[src/rtl/char_codes_pkg.sv]
// Display character codes shared by the time parser and the time-to-character converter.
// Also holds the parser state encoding.
package char_codes_pkg;

    localparam logic [7:0] CH_COLON = 8'd10;
    localparam logic [7:0] CH_BLANK = 8'd12;
    localparam logic [7:0] CH_PM    = 8'd100;
    localparam logic [7:0] CH_AM    = 8'd115;
    localparam logic [7:0] CH_M     = 8'd112;

    typedef logic [2:0] state_t;

    localparam state_t ST_IDLE   = 3'd0;
    localparam state_t ST_H2     = 3'd1;
    localparam state_t ST_COL    = 3'd2;
    localparam state_t ST_M1     = 3'd3;
    localparam state_t ST_M2     = 3'd4;
    localparam state_t ST_MER    = 3'd5;
    localparam state_t ST_COMMIT = 3'd6;

    function automatic logic is_digit(input logic [7:0] c);
        return c <= 8'd9;
    endfunction

endpackage

[src/rtl/char_time_parser_if.sv]
// Character stream handshake between the entry logic (master) and the parser (slave).
interface char_time_parser_if;

    logic [7:0] char_in;
    logic       char_valid;
    logic       char_ready;

    modport master (output char_in, output char_valid, input char_ready);
    modport slave  (input char_in, input char_valid, output char_ready);

endinterface

[src/rtl/bcd2_to_bin.sv]
// Combines a tens digit and a ones digit into an 8-bit binary value.
module bcd2_to_bin (
    input  logic [3:0] tens,
    input  logic [3:0] ones,
    output logic [7:0] bin
);

    // tens*10 as tens*8 + tens*2
    assign bin = {1'b0, tens, 3'b000} + {3'b000, tens, 1'b0} + {4'b0000, ones};

endmodule

[src/rtl/char_time_parser.sv]
// Parses H1 H2 ':' M1 M2 AM/PM character codes and commits a binary 12-hour time.
// A blank in IDLE commits the NIL time; a blank mid-entry silently abandons the entry.
module char_time_parser
    import char_codes_pkg::*;
#(
    parameter int unsigned TIMEOUT_CYCLES = 0,
    parameter int unsigned CNT_W          = 32
) (
    input  logic               clock,
    input  logic               reset,
    char_time_parser_if.slave  chr,
    output logic [7:0]         hour,
    output logic [7:0]         minute,
    output logic               ampm,
    output logic               time_valid,
    output logic               error,
    output logic               busy
);

    localparam bit               TO_EN   = TIMEOUT_CYCLES > 0;
    localparam logic [CNT_W-1:0] TO_LAST = CNT_W'((TIMEOUT_CYCLES > 0) ? TIMEOUT_CYCLES - 1 : 0);

    state_t           state_q, state_d;
    logic [3:0]       h1_q, h1_d, h2_q, h2_d, m1_q, m1_d, m2_q, m2_d;
    logic [7:0]       hour_q, hour_d, minute_q, minute_d;
    logic             ampm_q, ampm_d;
    logic             err_q, bad;
    logic [CNT_W-1:0] cnt_q, cnt_d;
    logic [7:0]       hour_bin, minute_bin;
    logic [7:0]       c;
    logic             fire, mid, h2_ok;

    bcd2_to_bin u_hour_bin (
        .tens (h1_q),
        .ones (h2_q),
        .bin  (hour_bin)
    );

    bcd2_to_bin u_minute_bin (
        .tens (m1_q),
        .ones (m2_q),
        .bin  (minute_bin)
    );

    assign c              = chr.char_in;
    assign chr.char_ready = (state_q != ST_COMMIT);
    assign fire           = chr.char_valid && chr.char_ready;
    assign mid            = (state_q != ST_IDLE) && (state_q != ST_COMMIT);
    assign h2_ok          = ((h1_q == 4'd0) && (c >= 8'd1) && is_digit(c)) ||
                            ((h1_q == 4'd1) && (c <= 8'd2));

    always_comb begin
        state_d  = state_q;
        h1_d     = h1_q;
        h2_d     = h2_q;
        m1_d     = m1_q;
        m2_d     = m2_q;
        hour_d   = hour_q;
        minute_d = minute_q;
        ampm_d   = ampm_q;
        cnt_d    = '0;
        bad      = 1'b0;
        if (fire) begin
            case (state_q)
                ST_IDLE: begin
                    if (c <= 8'd1) begin
                        h1_d    = c[3:0];
                        state_d = ST_H2;
                    end else if (c == CH_BLANK) begin
                        hour_d   = '0;
                        minute_d = '0;
                        ampm_d   = 1'b0;
                        state_d  = ST_COMMIT;
                    end else begin
                        bad = 1'b1;
                    end
                end
                ST_H2: begin
                    if (c == CH_BLANK) state_d = ST_IDLE;
                    else if (h2_ok) begin
                        h2_d    = c[3:0];
                        state_d = ST_COL;
                    end else bad = 1'b1;
                end
                ST_COL: begin
                    if (c == CH_BLANK) state_d = ST_IDLE;
                    else if (c == CH_COLON) state_d = ST_M1;
                    else bad = 1'b1;
                end
                ST_M1: begin
                    if (c == CH_BLANK) state_d = ST_IDLE;
                    else if (c <= 8'd5) begin
                        m1_d    = c[3:0];
                        state_d = ST_M2;
                    end else bad = 1'b1;
                end
                ST_M2: begin
                    if (c == CH_BLANK) state_d = ST_IDLE;
                    else if (is_digit(c)) begin
                        m2_d    = c[3:0];
                        state_d = ST_MER;
                    end else bad = 1'b1;
                end
                ST_MER: begin
                    if (c == CH_BLANK) state_d = ST_IDLE;
                    else if ((c == CH_PM) || (c == CH_AM)) begin
                        hour_d   = hour_bin;
                        minute_d = minute_bin;
                        ampm_d   = (c == CH_PM);
                        state_d  = ST_COMMIT;
                    end else bad = 1'b1;
                end
                default: state_d = ST_IDLE;
            endcase
        end else if (mid) begin
            // An accepted char on the timeout edge takes the fire branch, so it wins
            if (TO_EN && (cnt_q == TO_LAST)) bad = 1'b1;
            else cnt_d = cnt_q + 1'b1;
        end else if (state_q == ST_COMMIT) begin
            state_d = ST_IDLE;
        end
        if (bad) state_d = ST_IDLE;
    end

    always_ff @(posedge clock or posedge reset) begin
        if (reset) begin
            state_q  <= ST_IDLE;
            h1_q     <= '0;
            h2_q     <= '0;
            m1_q     <= '0;
            m2_q     <= '0;
            hour_q   <= '0;
            minute_q <= '0;
            ampm_q   <= 1'b0;
            err_q    <= 1'b0;
            cnt_q    <= '0;
        end else begin
            state_q  <= state_d;
            h1_q     <= h1_d;
            h2_q     <= h2_d;
            m1_q     <= m1_d;
            m2_q     <= m2_d;
            hour_q   <= hour_d;
            minute_q <= minute_d;
            ampm_q   <= ampm_d;
            err_q    <= bad;
            cnt_q    <= cnt_d;
        end
    end

    assign hour       = hour_q;
    assign minute     = minute_q;
    assign ampm       = ampm_q;
    assign error      = err_q;
    assign time_valid = (state_q == ST_COMMIT);
    assign busy       = (state_q != ST_IDLE);

endmodule

[src/flat_wrapper.sv]
// flat-port wrapper written by rule: the top's interface ports become plain ports
module char_time_parser_flat import char_codes_pkg::*;
#(
    parameter int unsigned TIMEOUT_CYCLES = 0,
    parameter int unsigned CNT_W          = 32
)
  (clock, reset, hour, minute, ampm, time_valid, error, busy, chr_char_in, chr_char_valid, chr_char_ready);
  char_time_parser_if chr_i ();
  input  logic clock;
  input  logic reset;
  output logic [7:0] hour;
  output logic [7:0] minute;
  output logic ampm;
  output logic time_valid;
  output logic error;
  output logic busy;
  input wire logic [$bits(chr_i.char_in)-1:0] chr_char_in;
  input wire logic [$bits(chr_i.char_valid)-1:0] chr_char_valid;
  output wire logic [$bits(chr_i.char_ready)-1:0] chr_char_ready;
  assign chr_i.char_in = chr_char_in;
  assign chr_i.char_valid = chr_char_valid;
  assign chr_char_ready = chr_i.char_ready;
  char_time_parser #(.TIMEOUT_CYCLES(TIMEOUT_CYCLES), .CNT_W(CNT_W)) u_core (.clock(clock), .reset(reset), .chr(chr_i), .hour(hour), .minute(minute), .ampm(ampm), .time_valid(time_valid), .error(error), .busy(busy));
endmodule
[config.mk]
export PLATFORM = sky130hd
export DESIGN_NAME = char_time_parser_flat
export DESIGN_NICKNAME = d
export VERILOG_FILES = /design/src/rtl/char_codes_pkg.sv /design/src/rtl/char_time_parser_if.sv /design/src/rtl/bcd2_to_bin.sv /design/src/rtl/char_time_parser.sv /design/src/flat_wrapper.sv
export SDC_FILE = /design/constraint.sdc
export NUM_CORES = 1
export LEC_CHECK = 0
export BUFFER_PORTS_ARGS = -buffer_cell sky130_fd_sc_hd__buf_2
export CAP_MARGIN = 40
export CORE_ASPECT_RATIO = 1.75
export CORE_MARGIN = 2
export CORE_UTILIZATION = 52
export CTS_BUF_LIST = sky130_fd_sc_hd__clkbuf_16
export CTS_CLUSTER_DIAMETER = 150
export DETAILED_ROUTE_END_ITERATION = 7
export PLACE_DENSITY_LB_ADDON = 0.1
export SYNTH_ARGS = -nofsm -noshare
export SYNTH_HDL_FRONTEND = slang
export SYNTH_HIERARCHICAL = 1
export SYNTH_SLANG_ARGS = --single-unit
export TNS_END_PERCENT = 1
[constraint.sdc]
create_clock -name clock -period 2.07 [get_ports clock]
set_clock_uncertainty 0.1 [all_clocks]
set_input_delay 0.207 -clock clock [delete_from_list [all_inputs] [get_ports clock]]
set_output_delay 0.207 -clock clock [all_outputs]
set_load 0.02 [all_outputs]
# After elaboration in Yosys (flattened, before gate mapping)
# Index checks and enable logic that the tools add are counted.
# op_classes
add_sub_neg	4
n_lt_le_gt_ge	5
n_eq_ne	23
mux	44
n_bitwise	1
n_reduce_logical	18
# ops
op	n
3-bit two-way mux	16
8-bit two-way mux	6
8-bit one-hot mux with 2 select lines	2
5-bit by 4-bit inequality test with 1-bit output, second input constant	6
3-bit one-hot mux with 6 select lines	1
1-bit two-way mux	17
7-bit by 5-bit adder with 8-bit output	2
8-bit by 4-bit adder with 8-bit output	2
8-bit by 4-bit equality test with 1-bit output, second input constant	2
8-bit by 7-bit equality test with 1-bit output, second input constant	2
4-bit AND reduction	3
3-bit equality test, second input constant	3
8-bit by 1-bit >= comparator with 1-bit output, second input constant	1
8-bit by 1-bit <= comparator with 1-bit output, second input constant	1
8-bit by 2-bit <= comparator with 1-bit output, second input constant	1
8-bit by 3-bit <= comparator with 1-bit output, second input constant	1
8-bit by 4-bit <= comparator with 1-bit output, second input constant	1
8-bit AND reduction	1
3-bit by 2-bit equality test with 1-bit output, second input constant	2
1-bit one-hot mux with 6 select lines	1
6-bit AND reduction	1
3-bit nonzero test	2
1-bit logical AND	5
4-bit by 1-bit equality test with 1-bit output, second input constant	1
12 further kinds	15
# word_totals
inputBits	11
wordCells	104
reg_bits	37
out_inout_bits	21

# Longest topological paths before layout
# Gate-level depths: netlist (run 1).
# logic_depth
depth_word	10
ltp_mapped	9
ltp_nobuf	9

# Modules after synthesis
# The synthesis (run 1) kept the hierarchy.
# modules_own_cells
module	instances	seq_area_each_um2	cells_per_inst	area_per_inst_um2
char_time_parser	1	925.9	184	2006.9
bcd2_to_bin (u_core.u_hour_bin)	1	0.0	26	227.7
bcd2_to_bin (u_core.u_minute_bin)	1	0.0	26	224.0

# Worst setup path after synthesis (run 1)
# No wires, ideal clock.
# synth_timing
kind	flip-flop to flip-flop
startpoint	reg u_core.h1_q[0]
endpoint	reg u_core.hour_q[6] (netlist: u_core/hour[6])
required_time_ps	1891
path_buffers	0
synth_period_minus_slack_ps	2226
stages_incl_launch_ff	9
arrival_time_ps	2046
path_slack_ps	-156
setup_time_ps	79
path_cell_list	dfrtp_1 -> fa_1 -> inv_1 -> fa_1 -> nand2b_1 -> a21oi_2 -> xor2_1 -> nand2_1 -> mux2i_1
# synth_between
elab_chain_len	5
# synth_lines
item	line_no	rtl
start: declaration	char_time_parser.sv:24	logic [3:0] h1_q, h1_d, h2_q, h2_d, m1_q, m1_d, m2_q, m2_d;
start signal: assignment	char_time_parser.sv:128	h1_q <= '0;
start signal: assignment	char_time_parser.sv:139	h1_q <= h1_d;
7-bit by 5-bit adder with 8-bit output	bcd2_to_bin.sv:9	assign bin = {1'b0, tens, 3'b000} + {3'b000, tens, 1'b0} + {4'b0000, ones};
8-bit by 4-bit adder with 8-bit output	bcd2_to_bin.sv:9	
via u_core.hour_bin[6]	char_time_parser.sv:29	logic [7:0] hour_bin, minute_bin;
8-bit two-way mux	char_time_parser.sv:106	else if ((c == CH_PM) || (c == CH_AM)) begin
8-bit two-way mux	char_time_parser.sv:105	if (c == CH_BLANK) state_d = ST_IDLE;
8-bit one-hot mux with 2 select lines	char_time_parser.sv:64	case (state_q)
end signal: assignment	char_time_parser.sv:143	hour_q <= hour_d;
end: declaration	char_time_parser.sv:25	logic [7:0] hour_q, hour_d, minute_q, minute_d;
# The timed path passes the listed nets, and every way through them passes these cells. The select of a mux whose other input is x is not followed.
# A chain may end at the register's enable or synchronous reset.

# Final worst setup path (run 1)
# layout_timing
startpoint	reg u_core.h2_q[3]
endpoint	reg u_core.hour_q[6] (netlist: u_core/hour[6])
# layout_between
elab_chain_len	4
# layout_lines
item	line_no	rtl
start: declaration	char_time_parser.sv:24	
start signal: assignment	char_time_parser.sv:129	h2_q <= '0;
start signal: assignment	char_time_parser.sv:140	h2_q <= h2_d;
8-bit by 4-bit adder with 8-bit output	bcd2_to_bin.sv:9	
via u_core.hour_bin[6]	char_time_parser.sv:29	
8-bit two-way mux	char_time_parser.sv:106	
8-bit two-way mux	char_time_parser.sv:105	
8-bit one-hot mux with 2 select lines	char_time_parser.sv:64	
# The timed path passes the listed nets, and every way through them passes these cells. The select of a mux whose other input is x is not followed.

==> metrics.txt, run 1 <==
# TYPE chip_impl_metric gauge
chip_impl_metric{name="maxSlewViolCount",unit=""} 0
chip_impl_metric{name="row_count",unit=""} 33
chip_impl_metric{name="share_of_layout_cells_above_drive_strength_1",unit="%"} 36.7
chip_impl_metric{name="antenna_cells_inserted",unit=""} 0
chip_impl_metric{name="rrSetupSlack",unit="ns"} -0.09
chip_impl_metric{name="die_h",unit="um"} 95.0
chip_impl_metric{name="placed_cell_area",unit="sq mm"} 0.00284
chip_impl_metric{name="place_congestion",unit=""} 0.869
chip_impl_metric{name="critical_path_buffers_and_inverters",unit=""} 1
chip_impl_metric{name="global_route.overflow_total",unit=""} 0
chip_impl_metric{name="grt_pass1_wl",unit="mm"} 8.53
chip_impl_metric{name="synth-edff-count",unit=""} 0
chip_impl_metric{name="per_instance_average_area_after_synthesis",unit="sq um"} 10.4
chip_impl_metric{name="number_of_buffers_added_by_the_clock_tree_synthesis_step",unit=""} 5
chip_impl_metric{name="first_pass_iters",unit=""} 4
chip_impl_metric{name="min_path_cells",unit=""} 2
chip_impl_info{name="synth-main-ff-cell",value="dfrtp_1"} 1
chip_impl_metric{name="clock_tree_buffer_depth",unit=""} 2
chip_impl_metric{name="power.static_leakage",unit="nW"} 1.61
chip_impl_metric{name="layout-area-overhead-vs-synth",unit="%"} 22.7
chip_impl_metric{name="max_freq",unit="GHz"} 0.463
chip_impl_metric{name="synth_seq_cells",unit=""} 37
chip_impl_metric{name="layout.core_utilization",unit="%"} 65.3
chip_impl_metric{name="track_usage",unit="%"} 20.4
chip_impl_info{name="regToRegStartpoint",value="u_core/h2_q[3]$_DFFE_PP0P_"} 1
chip_impl_metric{name="floorplan_die_area",unit="sq mm"} 0.00532
chip_impl_metric{name="fillCellCount",unit=""} 423
chip_impl_metric{name="clock_sinks",unit=""} 37
chip_impl_info{name="outcome",value="finished with violations"} 1
chip_impl_metric{name="antenna_found_initial",unit=""} 0
chip_impl_metric{name="number_of_global_route_vias_before_repair",unit=""} 1865
chip_impl_metric{name="arrival",unit="ns"} 2.25
chip_impl_metric{name="drt.antenna.violating_nets",unit=""} 0
chip_impl_metric{name="fin_ws",unit="ns"} -0.0883
chip_impl_info{name="timing.critical_path.max_delay_family",value="adder cells"} 1
chip_impl_metric{name="clk-insertion-delay-late",unit="ns"} 0.27
chip_impl_metric{name="timing.final.crit_share",unit="%"} 104
chip_impl_metric{name="ios",unit=""} 32
chip_impl_metric{name="finalSetupViolCount",unit=""} 3
chip_impl_info{name="mostFrequentLayoutCell",value="dfrtp_1"} 1
chip_impl_info{name="tritoncts",value="done"} 1
chip_impl_info{name="crit_path_top_delay_cell",value="fa_1"} 1
chip_impl_metric{name="synthesis.yosys.warnings",unit=""} 6
chip_impl_metric{name="power_density",unit="mW/mm^2"} 776
chip_impl_info{name="synth_area_leaders",value="dfrtp_1 (38%), ha_1 (7.1%), mux2i_1 (6.5%)"} 1
chip_impl_metric{name="grt_max_degree",unit=""} 38
chip_impl_info{name="crit_path_start_kind",value="flop"} 1
chip_impl_metric{name="final_non_filler_cell_area",unit="sq mm"} 0.00302
chip_impl_metric{name="clk_transition_reported_paths",unit="ns"} 0.05
chip_impl_info{name="worstReg2RegEnd",value="u_core/hour[6]$_DFFE_PP0P_"} 1
chip_impl_metric{name="synth.net_count",unit=""} 265
chip_impl_info{name="timing.hold.worst.class",value="input port to flop"} 1
chip_impl_info{name="hold_path_end",value="u_core/state_q[2]$_DFFE_PP0P_"} 1
chip_impl_metric{name="post_drt_wl_per_cell",unit="um"} 13.9
chip_impl_metric{name="critical_path.max_stage_delay",unit="ns"} 0.56
chip_impl_metric{name="layout_min_cycle_time",unit="ns"} 2.16
chip_impl_metric{name="drv_cap",unit=""} 0
chip_impl_info{name="top_library_cells_by_usage_in_the_layout_fill_and_taps_aside",value="dfrtp_1 (36), buf_4 (33), inv_1 (32), buf_2 (31), nand2_1 (25)"} 1
chip_impl_metric{name="slew_headroom",unit="%"} 70.0
chip_impl_info{name="hold_start",value="chr_char_valid"} 1
chip_impl_metric{name="layout.cells.non_filler",unit=""} 349
chip_impl_info{name="failed_checks",value="setup timing"} 1
chip_impl_metric{name="yosysSeqAreaShare",unit="%"} 37.7
chip_impl_info{name="timing.critical_path.to_type",value="flop"} 1
chip_impl_metric{name="ir_worst_vdd",unit="uV"} 685
chip_impl_metric{name="post-synth-top-area-fraction",unit="%"} 37.7
chip_impl_metric{name="detail_route.vias_per_cell",unit=""} 5.41
chip_impl_metric{name="postCtsSetupBuffers",unit=""} 0
chip_impl_metric{name="chipWidth",unit="um"} 56.0
chip_impl_metric{name="drcViolationCount",unit=""} 0
chip_impl_metric{name="ctsHtreeMaxLevel",unit=""} 2
chip_impl_metric{name="num-nets-final",unit=""} 325
chip_impl_info{name="synth_top_area_cell",value="dfrtp_1"} 1
chip_impl_metric{name="dp.cells",unit=""} 340
chip_impl_metric{name="finalHoldViolations",unit=""} 0
chip_impl_metric{name="first_iter_violations",unit=""} 39
chip_impl_info{name="grt_setup_unrepaired",value="yes"} 1
chip_impl_info{name="cts_root_buffer",value="clkbuf_16"} 1
chip_impl_metric{name="synth.lib_cells_used.distinct",unit=""} 52
chip_impl_metric{name="floorplan.core_area",unit="sq mm"} 0.00462
chip_impl_metric{name="io_buffers",unit=""} 31
chip_impl_metric{name="dr_total_vias",unit=""} 1887
chip_impl_metric{name="worstPathMaxFanout",unit=""} 2
chip_impl_metric{name="detailed_place_hpwl",unit="mm"} 3.79
chip_impl_metric{name="worst-r2r-cell-count",unit=""} 8
chip_impl_info{name="path_class",value="flop to flop"} 1
chip_impl_metric{name="pin_slew_with_the_least_headroom_to_its_limit",unit="ns"} 0.449
chip_impl_metric{name="synth-async-reset-ratio",unit="%"} 100
chip_impl_metric{name="initial_utilization",unit="%"} 53.2
chip_impl_metric{name="drt-total-wl",unit="mm"} 4.84
chip_impl_info{name="path_cells",value="fa_1 > inv_1 > fa_2 > nand2b_4 > a21oi_2 > xor2_1 > nand2_1 > mux2i_1"} 1
chip_impl_metric{name="synth_area",unit="sq mm"} 0.00246
chip_impl_metric{name="timing.critical_path.required",unit="ns"} 2.17
chip_impl_metric{name="syn-instance-count",unit=""} 236
-- Yosys cell counts (2+ instances only) --
cell      number
dfrtp_1       37
inv_1         29
nand2_1       25
mux2i_1       16
ha_1          14
mux2_2        11
nor2_1        10
o21ai_0        8
a21oi_1        5
buf_4          5
a21oi_2        4
and2_1         4
buf_6          4
fa_1           4
nor3_1         4
or3_1          4
xnor2_1        4
a211oi_1       3
clkbuf_8       3
a211oi_2       2
a21o_1         2
mux2_1         2
nand2b_1       2
nand4_1        2
nor2b_1        2
nor4_2         2
o22ai_1        2
xor2_1         2
-- where the power goes --
group	total, mW	internal [mW]	switching [mW]	leakage, nW
Clock	0.686	0.432	0.255	0.0776
Sequential	0.866	0.820	0.0460	0.429
Combinational	0.791	0.327	0.464	1.10
-- registers in the layout, indices dropped and copies added (netlist names) --
signal and cells:
u_core/h2_q 4, u_core/m2_q 4, u_core/ampm 1, u_core/hour 8, u_core/minute 8, u_core/error 1, u_core/h1_q 4, u_core/state_q 3
u_core/m1_q 4
-- worst max path at each step --
stage / end / cells past startpoint / from / slack [ns]
floorplan: u_core/minute[6]$_DFFE_PP0P_ / 8 / u_core/m2_q[3]$_DFFE_PP0P_ / -0.05
global placement: u_core/state_q[1]$_DFFE_PP0P_ / 6 / chr_char_in[4] / -0.15
detailed placement: u_core/state_q[1]$_DFFE_PP0P_ / 6 / chr_char_in[4] / -0.19
CTS: u_core/hour[6]$_DFFE_PP0P_ / 8 / u_core/h2_q[3]$_DFFE_PP0P_ / -0.08
global route: u_core/hour[6]$_DFFE_PP0P_ / 8 / u_core/h2_q[3]$_DFFE_PP0P_ / -0.19
finish: u_core/hour[6]$_DFFE_PP0P_ / 8 / u_core/h2_q[3]$_DFFE_PP0P_ / -0.09
-- kinds of logic (layout without fill, tap and decap cells) --
logic type	Yosys count	after routing	share of synthesized area, %
buffers and inverters	42	103	9.62
adder cells (fa/ha/maj)	18	18	10.4
AND/OR/NAND/NOR	68	68	15.9
flip-flops	37	37	37.7
multiplexers	29	29	12.5
AO/OA/AOI/OAI	36	36	11.9
XOR/XNOR	6	6	2.14
-- worst reg2reg max path, cell delays in order, from the launching register on --
cell and delay, ns:
dfrtp_1 0.39, fa_1 0.56, inv_1 0.06, fa_2 0.34, nand2b_4 0.15, a21oi_2 0.12
xor2_1 0.16, nand2_1 0.07, mux2i_1 0.12
-- through the flow --
stage | worst slack [ns] | total power [mW] | TNS [ns] | hold slack [ns]
after floorplan | -0.0460 | 1.45 | -0.0460 | 0.287
after global routing | -0.189 | 2.49 | -0.527 | 0.140
after global placement | -0.149 | 1.66 | -1.70 | 0.238
after CTS | -0.0849 | 2.36 | -0.214 | 0.125
after detailed placement | -0.187 | 1.67 | -1.87 | 0.235
final | -0.0883 | 2.34 | -0.154 | 0.130
-- cell type report --
class	count	area, sq um	share of cell area [%]
multi-input cells	157	1350	44.7
clock buffers	5	125	4.15
inverters	29	109	3.61
well taps	52	65.1	2.16
clock inverters	3	11.3	0.373
flip-flops and latches	37	927	30.7
repair buffers	66	433	14.3
-- metal layers --
| layer | global-route usage (%) | part of all wire, % | vias to the layer above | routed length (um) |
|---|---|---|---|---|
| li1 | - | - | 933 | - |
| met1 | 21.5 | 37 | 900 | 1800 |
| met2 | 38.6 | 57 | 43 | 2740 |
| met3 | 3.84 | 3.6 | 11 | 172 |
| met4 | 9.13 | 2.5 | 0 | 123 |
| met5 | 0 | 0 | - | 0 |
-- repair_timing --
item	CTS	global route
hold buffers	1	0
resized for setup	0	7
endpoints found under the hold margin	37	0
pin swaps	5	8
endpoints found under the setup margin	5	13
Note: power is estimated with default switching activity, not from simulation.
==> run 2, diff against run 1 <==
- MAX_ROUTING_LAYER: unset -> met4
==> metrics.txt, run 2 (synthesis results as in run 1) <==
# TYPE chip_impl_metric gauge
chip_impl_metric{name="clock_sinks",unit=""} 37
chip_impl_metric{name="proportion_of_power_drawn_by_the_clock_network",unit="%"} 29.3
chip_impl_metric{name="die_h",unit="um"} 95.0
chip_impl_metric{name="detail_route.vias_per_cell",unit=""} 5.42
chip_impl_metric{name="timing.critical_path.required",unit="ns"} 2.17
chip_impl_metric{name="net-switching-power",unit="uW"} 766
chip_impl_metric{name="dp_slack",unit="ns"} -0.187
chip_impl_info{name="top_library_cells_by_usage_in_the_layout_fill_and_taps_aside",value="dfrtp_1 (36), buf_4 (33), inv_1 (32), buf_2 (31), nand2_1 (25)"} 1
chip_impl_metric{name="post_drt_wl_per_cell",unit="um"} 13.9
chip_impl_info{name="path_class",value="flop to flop"} 1
chip_impl_metric{name="layout-area-overhead-vs-synth",unit="%"} 22.7
chip_impl_info{name="mostFrequentLayoutCell",value="dfrtp_1"} 1
chip_impl_metric{name="ios",unit=""} 32
chip_impl_metric{name="num-nets-final",unit=""} 325
chip_impl_metric{name="share_of_layout_cells_above_drive_strength_1",unit="%"} 36.7
chip_impl_metric{name="intPower",unit="mW"} 1.58
chip_impl_metric{name="initial_utilization",unit="%"} 53.2
chip_impl_metric{name="dr_total_vias",unit=""} 1893
chip_impl_metric{name="grt_max_degree",unit=""} 38
chip_impl_metric{name="antenna_found_initial",unit=""} 0
chip_impl_metric{name="first_pass_iters",unit=""} 4
chip_impl_metric{name="placed_cell_area",unit="sq mm"} 0.00284
chip_impl_metric{name="fin_ws",unit="ns"} -0.0884
chip_impl_metric{name="number_of_global_route_vias_before_repair",unit=""} 1874
chip_impl_metric{name="chipWidth",unit="um"} 56.0
chip_impl_metric{name="final.hold.worst_slack",unit="ns"} 0.133
chip_impl_info{name="path_cells",value="fa_1 > inv_1 > fa_2 > nand2b_4 > a21oi_2 > xor2_1 > nand2_1 > mux2i_1"} 1
chip_impl_metric{name="track_usage",unit="%"} 21.0
chip_impl_info{name="crit_path_start_kind",value="flop"} 1
chip_impl_info{name="tritoncts",value="done"} 1
chip_impl_info{name="cts_root_buffer",value="clkbuf_16"} 1
chip_impl_metric{name="io_buffers",unit=""} 31
chip_impl_metric{name="drcViolationCount",unit=""} 0
chip_impl_info{name="grt_setup_unrepaired",value="yes"} 1
chip_impl_metric{name="global_route.overflow_total",unit=""} 0
chip_impl_metric{name="clk-insertion-delay-late",unit="ns"} 0.27
chip_impl_metric{name="clk_transition_reported_paths",unit="ns"} 0.05
chip_impl_metric{name="drv_cap",unit=""} 0
chip_impl_metric{name="max_freq",unit="GHz"} 0.463
chip_impl_info{name="outcome",value="finished with violations"} 1
chip_impl_metric{name="power.static_leakage",unit="nW"} 1.61
chip_impl_metric{name="slew_headroom",unit="%"} 70.0
chip_impl_metric{name="drt-total-wl",unit="mm"} 4.86
chip_impl_metric{name="finalSetupViolCount",unit=""} 3
chip_impl_metric{name="floorplan.core_area",unit="sq mm"} 0.00462
chip_impl_metric{name="critical_path.max_stage_delay",unit="ns"} 0.56
chip_impl_metric{name="detailed_place_hpwl",unit="mm"} 3.79
chip_impl_metric{name="number_of_buffers_added_by_the_clock_tree_synthesis_step",unit=""} 5
chip_impl_info{name="timing.critical_path.to_type",value="flop"} 1
chip_impl_metric{name="ir_worst_vdd",unit="uV"} 687
chip_impl_metric{name="p_comb_share",unit="%"} 33.8
chip_impl_metric{name="ctsHtreeMaxLevel",unit=""} 2
chip_impl_metric{name="layout.core_utilization",unit="%"} 65.3
chip_impl_metric{name="netSwitchingFraction",unit="%"} 32.7
chip_impl_metric{name="power_density",unit="mW/mm^2"} 777
chip_impl_metric{name="maxSlewViolCount",unit=""} 0
chip_impl_metric{name="place_congestion",unit=""} 0.883
chip_impl_metric{name="arrival",unit="ns"} 2.25
chip_impl_metric{name="antenna_cells_inserted",unit=""} 0
chip_impl_metric{name="row_count",unit=""} 33
chip_impl_metric{name="timing.final.crit_share",unit="%"} 104
chip_impl_metric{name="finalHoldViolations",unit=""} 0
chip_impl_metric{name="grt_pass1_wl",unit="mm"} 8.51
chip_impl_metric{name="layout_min_cycle_time",unit="ns"} 2.16
chip_impl_metric{name="seq_power_share",unit="%"} 36.9
chip_impl_metric{name="floorplan_die_area",unit="sq mm"} 0.00532
chip_impl_info{name="failed_checks",value="setup timing"} 1
chip_impl_metric{name="clock_tree_buffer_depth",unit=""} 2
chip_impl_metric{name="first_iter_violations",unit=""} 36
chip_impl_metric{name="final_non_filler_cell_area",unit="sq mm"} 0.00302
chip_impl_metric{name="worstPathMaxFanout",unit=""} 2
chip_impl_info{name="timing.hold.worst.class",value="input port to flop"} 1
chip_impl_metric{name="worst-r2r-cell-count",unit=""} 8
chip_impl_metric{name="pin_slew_with_the_least_headroom_to_its_limit",unit="ns"} 0.450
chip_impl_info{name="crit_path_top_delay_cell",value="fa_1"} 1
chip_impl_metric{name="min_path_cells",unit=""} 2
chip_impl_metric{name="drt.antenna.violating_nets",unit=""} 0
-- run 2: cell counts in the layout (fill, tap and decap cells not counted) --
No cell type changed its count.
-- run 2: worst max-delay path, delay by kind of cell, from the launching register on --
kind                     cells  cell delay [ns]
flip-flops                   1             0.39
XOR/XNOR                     1             0.16
AO/OA/AOI/OAI                1             0.12
multiplexers                 1             0.12
AND/OR/NAND/NOR              2             0.22
adder cells (fa/ha/maj)      2             0.90
buffers and inverters        1             0.06
-- run 2: worst paths after layout --
check                                            from                       endpoint  slack (ns)
setup reg to reg           u_core/h2_q[3]$_DFFE_PP0P_     u_core/hour[6]$_DFFE_PP0P_       -0.09
min in group asynchronous                       reset   u_core/minute[2]$_DFFE_PP0P_        0.48
setup / recovery           u_core/h2_q[3]$_DFFE_PP0P_     u_core/hour[6]$_DFFE_PP0P_       -0.09
hold / removal                         chr_char_valid  u_core/state_q[2]$_DFFE_PP0P_        0.13
hold reg to reg               u_core/ampm$_DFFE_PP0P_        u_core/ampm$_DFFE_PP0P_        0.39
max in group asynchronous                       reset     u_core/h1_q[1]$_DFFE_PP0P_        1.05
-- run 2: repair_timing --
item,in CTS,in global routing
resized for setup,0,7
buffers inserted,0,0
pin swaps,5,8
endpoints found under the hold margin,37,0
hold buffers,1,0
endpoints found under the setup margin,5,13
-- run 2: layout make-up --
class | instances | area, sq um
Sequential cell | 37 | 927
Timing Repair Buffer | 66 | 433
Clock buffer | 5 | 125
Fill cell | 423 | 1610
Multi-Input combinational cell | 157 | 1350
Tap cell | 52 | 65.1
Inverter | 29 | 109
Clock inverter | 3 | 11.3
-- run 2: through the flow --
step	power [mW]	std cells	setup TNS, ns
detailed placement	1.67	340	-1.87
floorplan	1.45	236	-0.0460
finish	2.34	349	-0.153
global route	2.49	349	-0.527
CTS	2.36	349	-0.214
global placement	1.66	340	-1.70
-- run 2: routing by layer --
metal / global-route usage, % / share of wire (%)
met5: - / 0
met4: 9.13 / 2.1
met3: 3.84 / 3.8
met1: 21.4 / 37
met2: 38.6 / 57
-- run 2: power groups by stage --
stage | clock [mW] | sequential [mW] | combinational, mW
6_report | 0.687 | 0.866 | 0.792
5_1_grt | 0.742 | 0.879 | 0.874
4_1_cts | 0.705 | 0.866 | 0.793
3_5_place_dp | 0 | 0.879 | 0.790
3_3_place_gp | 0 | 0.875 | 0.781
2_1_floorplan | 0 | 0.941 | 0.510
